--- src/rtl/adler32_pkg.sv ---
// Shared types and constants for the Adler-32 frame sequencer and its accumulator.
package adler32_pkg;

    typedef enum logic [2:0] {
        ST_IDLE,
        ST_RUN,
        ST_FLUSH,
        ST_DONE,
        ST_DROP
    } frame_state_t;

    localparam int          ADLER_MOD  = 65521;
    localparam logic [31:0] ADLER_INIT = 32'h0000_0001;

endpackage

--- src/rtl/adler32_byte_fifo.sv ---
// Synchronous first-word-fall-through FIFO holding {last,data} entries for the frame sequencer.
module adler32_byte_fifo
    import adler32_pkg::*;
#(
    parameter int DEPTH = 16,
    parameter int WIDTH = 9
) (
    input  logic                   clk,
    input  logic                   rst_n,
    input  logic                   push,
    input  logic [WIDTH-1:0]       push_data,
    input  logic                   pop,
    output logic [WIDTH-1:0]       pop_data,
    output logic                   full,
    output logic                   empty,
    output logic [$clog2(DEPTH):0] count
);

    localparam int             AW       = $clog2(DEPTH);
    localparam logic [AW:0]    FULL_CNT = (AW+1)'(DEPTH);

    logic [WIDTH-1:0] mem [DEPTH];
    logic [AW-1:0]    wr_ptr;
    logic [AW-1:0]    rd_ptr;
    logic             do_push;
    logic             do_pop;

    assign full     = (count == FULL_CNT);
    assign empty    = (count == '0);
    assign do_push  = push && !full;
    assign do_pop   = pop && !empty;
    assign pop_data = mem[rd_ptr];

    always_ff @(posedge clk) begin
        if (do_push) begin
            mem[wr_ptr] <= push_data;
        end
    end

    // Pointers wrap naturally because DEPTH is a power of two.
    always_ff @(posedge clk) begin
        if (!rst_n) begin
            wr_ptr <= '0;
            rd_ptr <= '0;
            count  <= '0;
        end else begin
            if (do_push) begin
                wr_ptr <= wr_ptr + 1'b1;
            end
            if (do_pop) begin
                rd_ptr <= rd_ptr + 1'b1;
            end
            case ({do_push, do_pop})
                2'b10:   count <= count + 1'b1;
                2'b01:   count <= count - 1'b1;
                default: ;
            endcase
        end
    end

endmodule

--- src/rtl/adler32_frame_ctrl.sv ---
// Buffers framed input bytes and feeds each frame to the Adler-32 accumulator as a gapless
// burst, then captures checksum, length and underrun status into a valid/ready result port.
module adler32_frame_ctrl
    import adler32_pkg::*;
#(
    parameter int DEPTH = 16,
    parameter int LEN_W = 16
) (
    input  logic             clk,
    input  logic             rst_n,
    input  logic             in_valid,
    output logic             in_ready,
    input  logic [7:0]       in_data,
    input  logic             in_last,
    output logic             acc_run,
    output logic [7:0]       acc_data,
    input  logic [31:0]      acc_checksum,
    output logic             res_valid,
    input  logic             res_ready,
    output logic [31:0]      res_checksum,
    output logic [LEN_W-1:0] res_len,
    output logic             res_err
);

    localparam int          CW       = $clog2(DEPTH) + 1;
    localparam logic [CW-1:0] FULL_CNT = CW'(DEPTH);

    frame_state_t     state;
    logic             fifo_pop;
    logic             fifo_full;
    logic             fifo_empty;
    logic [8:0]       fifo_data;
    logic [CW-1:0]    fifo_count;
    logic [CW-1:0]    last_cnt;
    logic             push;
    logic             pop_last;
    logic [LEN_W-1:0] len;
    logic             err;
    logic             tail;

    assign in_ready = !fifo_full;
    assign push     = in_valid && in_ready;
    assign pop_last = fifo_pop && fifo_data[8];

    adler32_byte_fifo #(
        .DEPTH (DEPTH),
        .WIDTH (9)
    ) u_fifo (
        .clk       (clk),
        .rst_n     (rst_n),
        .push      (push),
        .push_data ({in_last, in_data}),
        .pop       (fifo_pop),
        .pop_data  (fifo_data),
        .full      (fifo_full),
        .empty     (fifo_empty),
        .count     (fifo_count)
    );

    always_comb begin
        fifo_pop = 1'b0;
        case (state)
            ST_RUN:  fifo_pop = !tail && !fifo_empty;
            ST_DROP: fifo_pop = !fifo_empty;
            default: ;
        endcase
    end

    always_ff @(posedge clk) begin
        if (!rst_n) begin
            last_cnt <= '0;
        end else begin
            case ({push && in_last, pop_last})
                2'b10:   last_cnt <= last_cnt + 1'b1;
                2'b01:   last_cnt <= last_cnt - 1'b1;
                default: ;
            endcase
        end
    end

    // After the last byte is popped, RUN spends one more cycle (tail) so that the
    // accumulator absorbs it before FLUSH samples acc_checksum.
    always_ff @(posedge clk) begin
        if (!rst_n) begin
            state        <= ST_IDLE;
            acc_run      <= 1'b0;
            acc_data     <= '0;
            res_valid    <= 1'b0;
            res_checksum <= '0;
            res_len      <= '0;
            res_err      <= 1'b0;
            len          <= '0;
            err          <= 1'b0;
            tail         <= 1'b0;
        end else begin
            case (state)
                ST_IDLE: begin
                    acc_run <= 1'b0;
                    if (last_cnt != '0 || fifo_count == FULL_CNT) begin
                        state <= ST_RUN;
                        len   <= '0;
                        err   <= 1'b0;
                        tail  <= 1'b0;
                    end
                end
                ST_RUN: begin
                    if (tail || fifo_empty) begin
                        acc_run <= 1'b0;
                        err     <= !tail;
                        tail    <= 1'b0;
                        state   <= ST_FLUSH;
                    end else begin
                        acc_run  <= 1'b1;
                        acc_data <= fifo_data[7:0];
                        len      <= len + 1'b1;
                        tail     <= fifo_data[8];
                    end
                end
                ST_FLUSH: begin
                    res_checksum <= acc_checksum;
                    res_len      <= len;
                    res_err      <= err;
                    res_valid    <= 1'b1;
                    state        <= ST_DONE;
                end
                ST_DONE: begin
                    if (res_ready) begin
                        res_valid <= 1'b0;
                        state     <= err ? ST_DROP : ST_IDLE;
                    end
                end
                ST_DROP: begin
                    if (pop_last) begin
                        state <= ST_IDLE;
                    end
                end
                default: state <= ST_IDLE;
            endcase
        end
    end

endmodule

--- config.mk ---
export PLATFORM = sky130hd
export DESIGN_NAME = adler32_frame_ctrl
export DESIGN_NICKNAME = d
export VERILOG_FILES = /design/src/rtl/adler32_pkg.sv /design/src/rtl/adler32_byte_fifo.sv /design/src/rtl/adler32_frame_ctrl.sv
export SDC_FILE = /design/constraint.sdc
export NUM_CORES = 1
export LEC_CHECK = 0
export CAP_MARGIN = 30
export CELL_PAD_IN_SITES_DETAIL_PLACEMENT = 0
export CELL_PAD_IN_SITES_GLOBAL_PLACEMENT = 2
export CORE_ASPECT_RATIO = 2
export CORE_MARGIN = 2
export CORE_UTILIZATION = 27
export DETAILED_ROUTE_END_ITERATION = 8
export PLACE_DENSITY = 0.59
export SLEW_MARGIN = 20
export SYNTH_ARGS = -nofsm -noshare
export SYNTH_HDL_FRONTEND = slang
export SYNTH_SLANG_ARGS = --single-unit
--- constraint.sdc ---
create_clock -name clk -period 3.1 [get_ports clk]
set_input_delay 0.465 -clock clk [delete_from_list [all_inputs] [get_ports clk]]
set_output_delay 0.465 -clock clk [all_outputs]
set_load 0.005 [all_outputs]
==> qor.csv <==
metric,value,unit
vias,6196,
tritoncts,yes,
cts_root_buffer,clkbuf_16,
hold_ws,0.397,ns
timing.final.crit_share,91.2,%
dieHeight,273,um
dieArea,37800,um2
rsz0062_at_grt,no,
synthToLayoutAreaGrowth,27.7,%
detail-route-antenna-nets,0,
synth_top_cell_by_area,edfxtp_1,
drt_wl_total,25600,um
yosysWarningCount,0,
drt-pass1-iter-count,4,
synth_edf_count,144,
syn_inst,739,
reg2reg_depth,12,
ys_ff_latch,246,
antenna_found_initial,0,
setup_tns,0,ns
worstMarginPinSlew,0.698,ns
cpPeakStageDelay,0.52,ns
drc,0,
diodes,0,
core-area,35700,um2
die_x,138,um
grt_max_degree,50,
start_kind,flip-flop,
syn-cell-area,9770,um2
routedWlPerCell,19.1,um
crit_chain,"mux4_2, mux2i_1, o32a_1, nor2b_1, ha_1, xor2_1, ha_1, o21a_1, o21ai_0, nand2b_1, a211oi_1, mux2i_1",
drt-initial-drc-count,251,
worstPathRequired,3.56,ns
worst-setup-path-type,reg2reg,
hold_path_depth,2,
layout-drive-gt1-share,17.0,%
slowest_stage,mux4_2,
ys_seq_area_share,65.2,%
post-dp-hpwl,17800,um
layout_min_cycle_time,2.83,ns
clkSinkCount,246,
grt_usage,13.5,%
placementRows,98,
avgSynthCellArea,13.2,um2
io_pins,105,
critical_path_buf_inv_count,0,
p_leak,4.20,nW
globalRouteOverflowTotal,0,
p_per_area,712,nW/um2
numCtsBuffers,24,
p_total,8.88,mW
htreeDepth,1,
slew_headroom,53.5,%
path_clk_slew,0.07,ns
via_per_inst,4.62,
synth_flop_cell,edfxtp_1,
finClkSkew,0.0217,ns
dp_cells,1296,
nNetsFinal,930,
critPathArrivalTime,3.29,ns
cap_violations,0,
start_util,27.4,%
yosysUniqueCellTypes,57,
cp_top_family,multiplexers,
finalWeightedCongestion,0.750,
synth_area_leaders,"edfxtp_1 (44%), dfxtp_1 (21%), mux4_2 (8.1%)",
grt_pass1_wl,39100,um
synth.net_count,797,
synth_most_common_cell,edfxtp_1,
end_kind,flip-flop,
numPortBuffers,104,
synthArstFlopShare,0,%
fmax,354,MHz
hold_viol,0,
hp-class,in2reg,
yosys.area.top_type_share,44.3,%
peakVddDrop,0.000484,V
post_cts_buffers,0,
outcome,finished clean,
grt_pass1_vias,6634,
ctsLongestPathBuffers,3,
cp_max_fo,7,
setup_viol,0,
fin_cells,1340,
cp.depth,12,
slew_viol_final,0,
ys_top_cells_by_count,"edfxtp_1 (144), nand2_1 (120), dfxtp_1 (102), nor2_1 (47), a21oi_1 (42)",
worstSkewPairLatency,0.54,ns
power breakdown:
part / internal [mW] / leakage (nW) / switching [mW]
Clock: 2.04 / 0.441 / 1.26
Sequential: 3.67 / 2.13 / 0.168
Combinational: 0.827 / 1.63 / 0.908
repair_timing:
item,CTS,global route
setup endpoints to repair,0,2
gates resized for setup,0,3
hold buffers,0,0
layout by cell type, fill, tap and decap left out, drive strengths merged, types with 3 or more instances in the layout:
master	instances
mux4	35
clkbuf	30
nand2	120
and2	3
a22oi	17
dfxtp	102
nand4	10
nor3	7
buf	48
inv	8
mux2i	6
o21ai	11
a31o	8
nand3	8
or3	5
nor2	47
edfxtp	144
and3	6
a21oi	42
mux2	5
ha	13
clkdlybuf4s50	103
nand2b	7
nor2b	7
a21boi	28
bufinv	6
xnor2	4
clkinv	6
xor2	22
and4	3
registers in the layout, indices dropped and copies added (netlist names), named ones only:
name and count:
acc_data 8, acc_run 1, err 1, last_cnt 5
len 16, res_checksum 32, res_err 1, res_len 16
res_valid 1, state 3, tail 1, u_fifo.count 5
u_fifo.mem 144, u_fifo.rd_ptr 4, u_fifo.wr_ptr 4
layout make-up:
| cell class | count | area [um2] |
|---|---|---|
| clock inverters | 14 | 225 |
| fillers | 3573 | 23200 |
| clock buffers | 30 | 674 |
| well taps | 450 | 563 |
| inverters | 8 | 30.0 |
| repair buffers | 151 | 1400 |
| multi-input cells | 441 | 3210 |
| flip-flops and latches | 246 | 6370 |
per-stage QoR:
step	setup WS (ns)	cell area (um2)	util, %
6_report	0.272	12500	35.0
2_1_floorplan	0.0117	9780	-
4_1_cts	0.0588	12500	34.9
3_5_place_dp	0.0971	11600	32.4
3_3_place_gp	0.143	11600	32.4
5_1_grt	0.00494	12500	35.0
path summary, 6_finish.rpt:
path | slack [ns] | to | startpoint
setup / recovery | 0.27 | last_cnt[4] | flip-flop
hold / removal | 0.40 | res_checksum[13] | rst_n
setup reg to reg | 0.27 | last_cnt[4] | flip-flop
hold reg to reg | 0.45 | res_checksum[30] | res_checksum[30]
layer usage:
layer  vias up  part of all wire (%)  GRT usage [%]
met5         -                     0              0
met4         0                   2.4           4.65
met3        33                   4.0           2.12
met2       131                    59           28.0
met1      3063                    35           13.2
li1       2969                     -              -
cells by family (layout without fill, tap and decap cells):
family | count (synthesis) | after routing | synth area share, %
adder cells (fa/ha/maj) | 13 | 13 | 1.67
XOR/XNOR | 26 | 26 | 2.33
AND/OR/NAND/NOR | 230 | 230 | 10.6
flip-flops | 246 | 246 | 65.2
AO/OA/AOI/OAI | 126 | 126 | 8.78
buffers and inverters | 52 | 203 | 2.19
multiplexers | 46 | 46 | 9.26
Note: power is estimated with default switching activity, not from simulation.
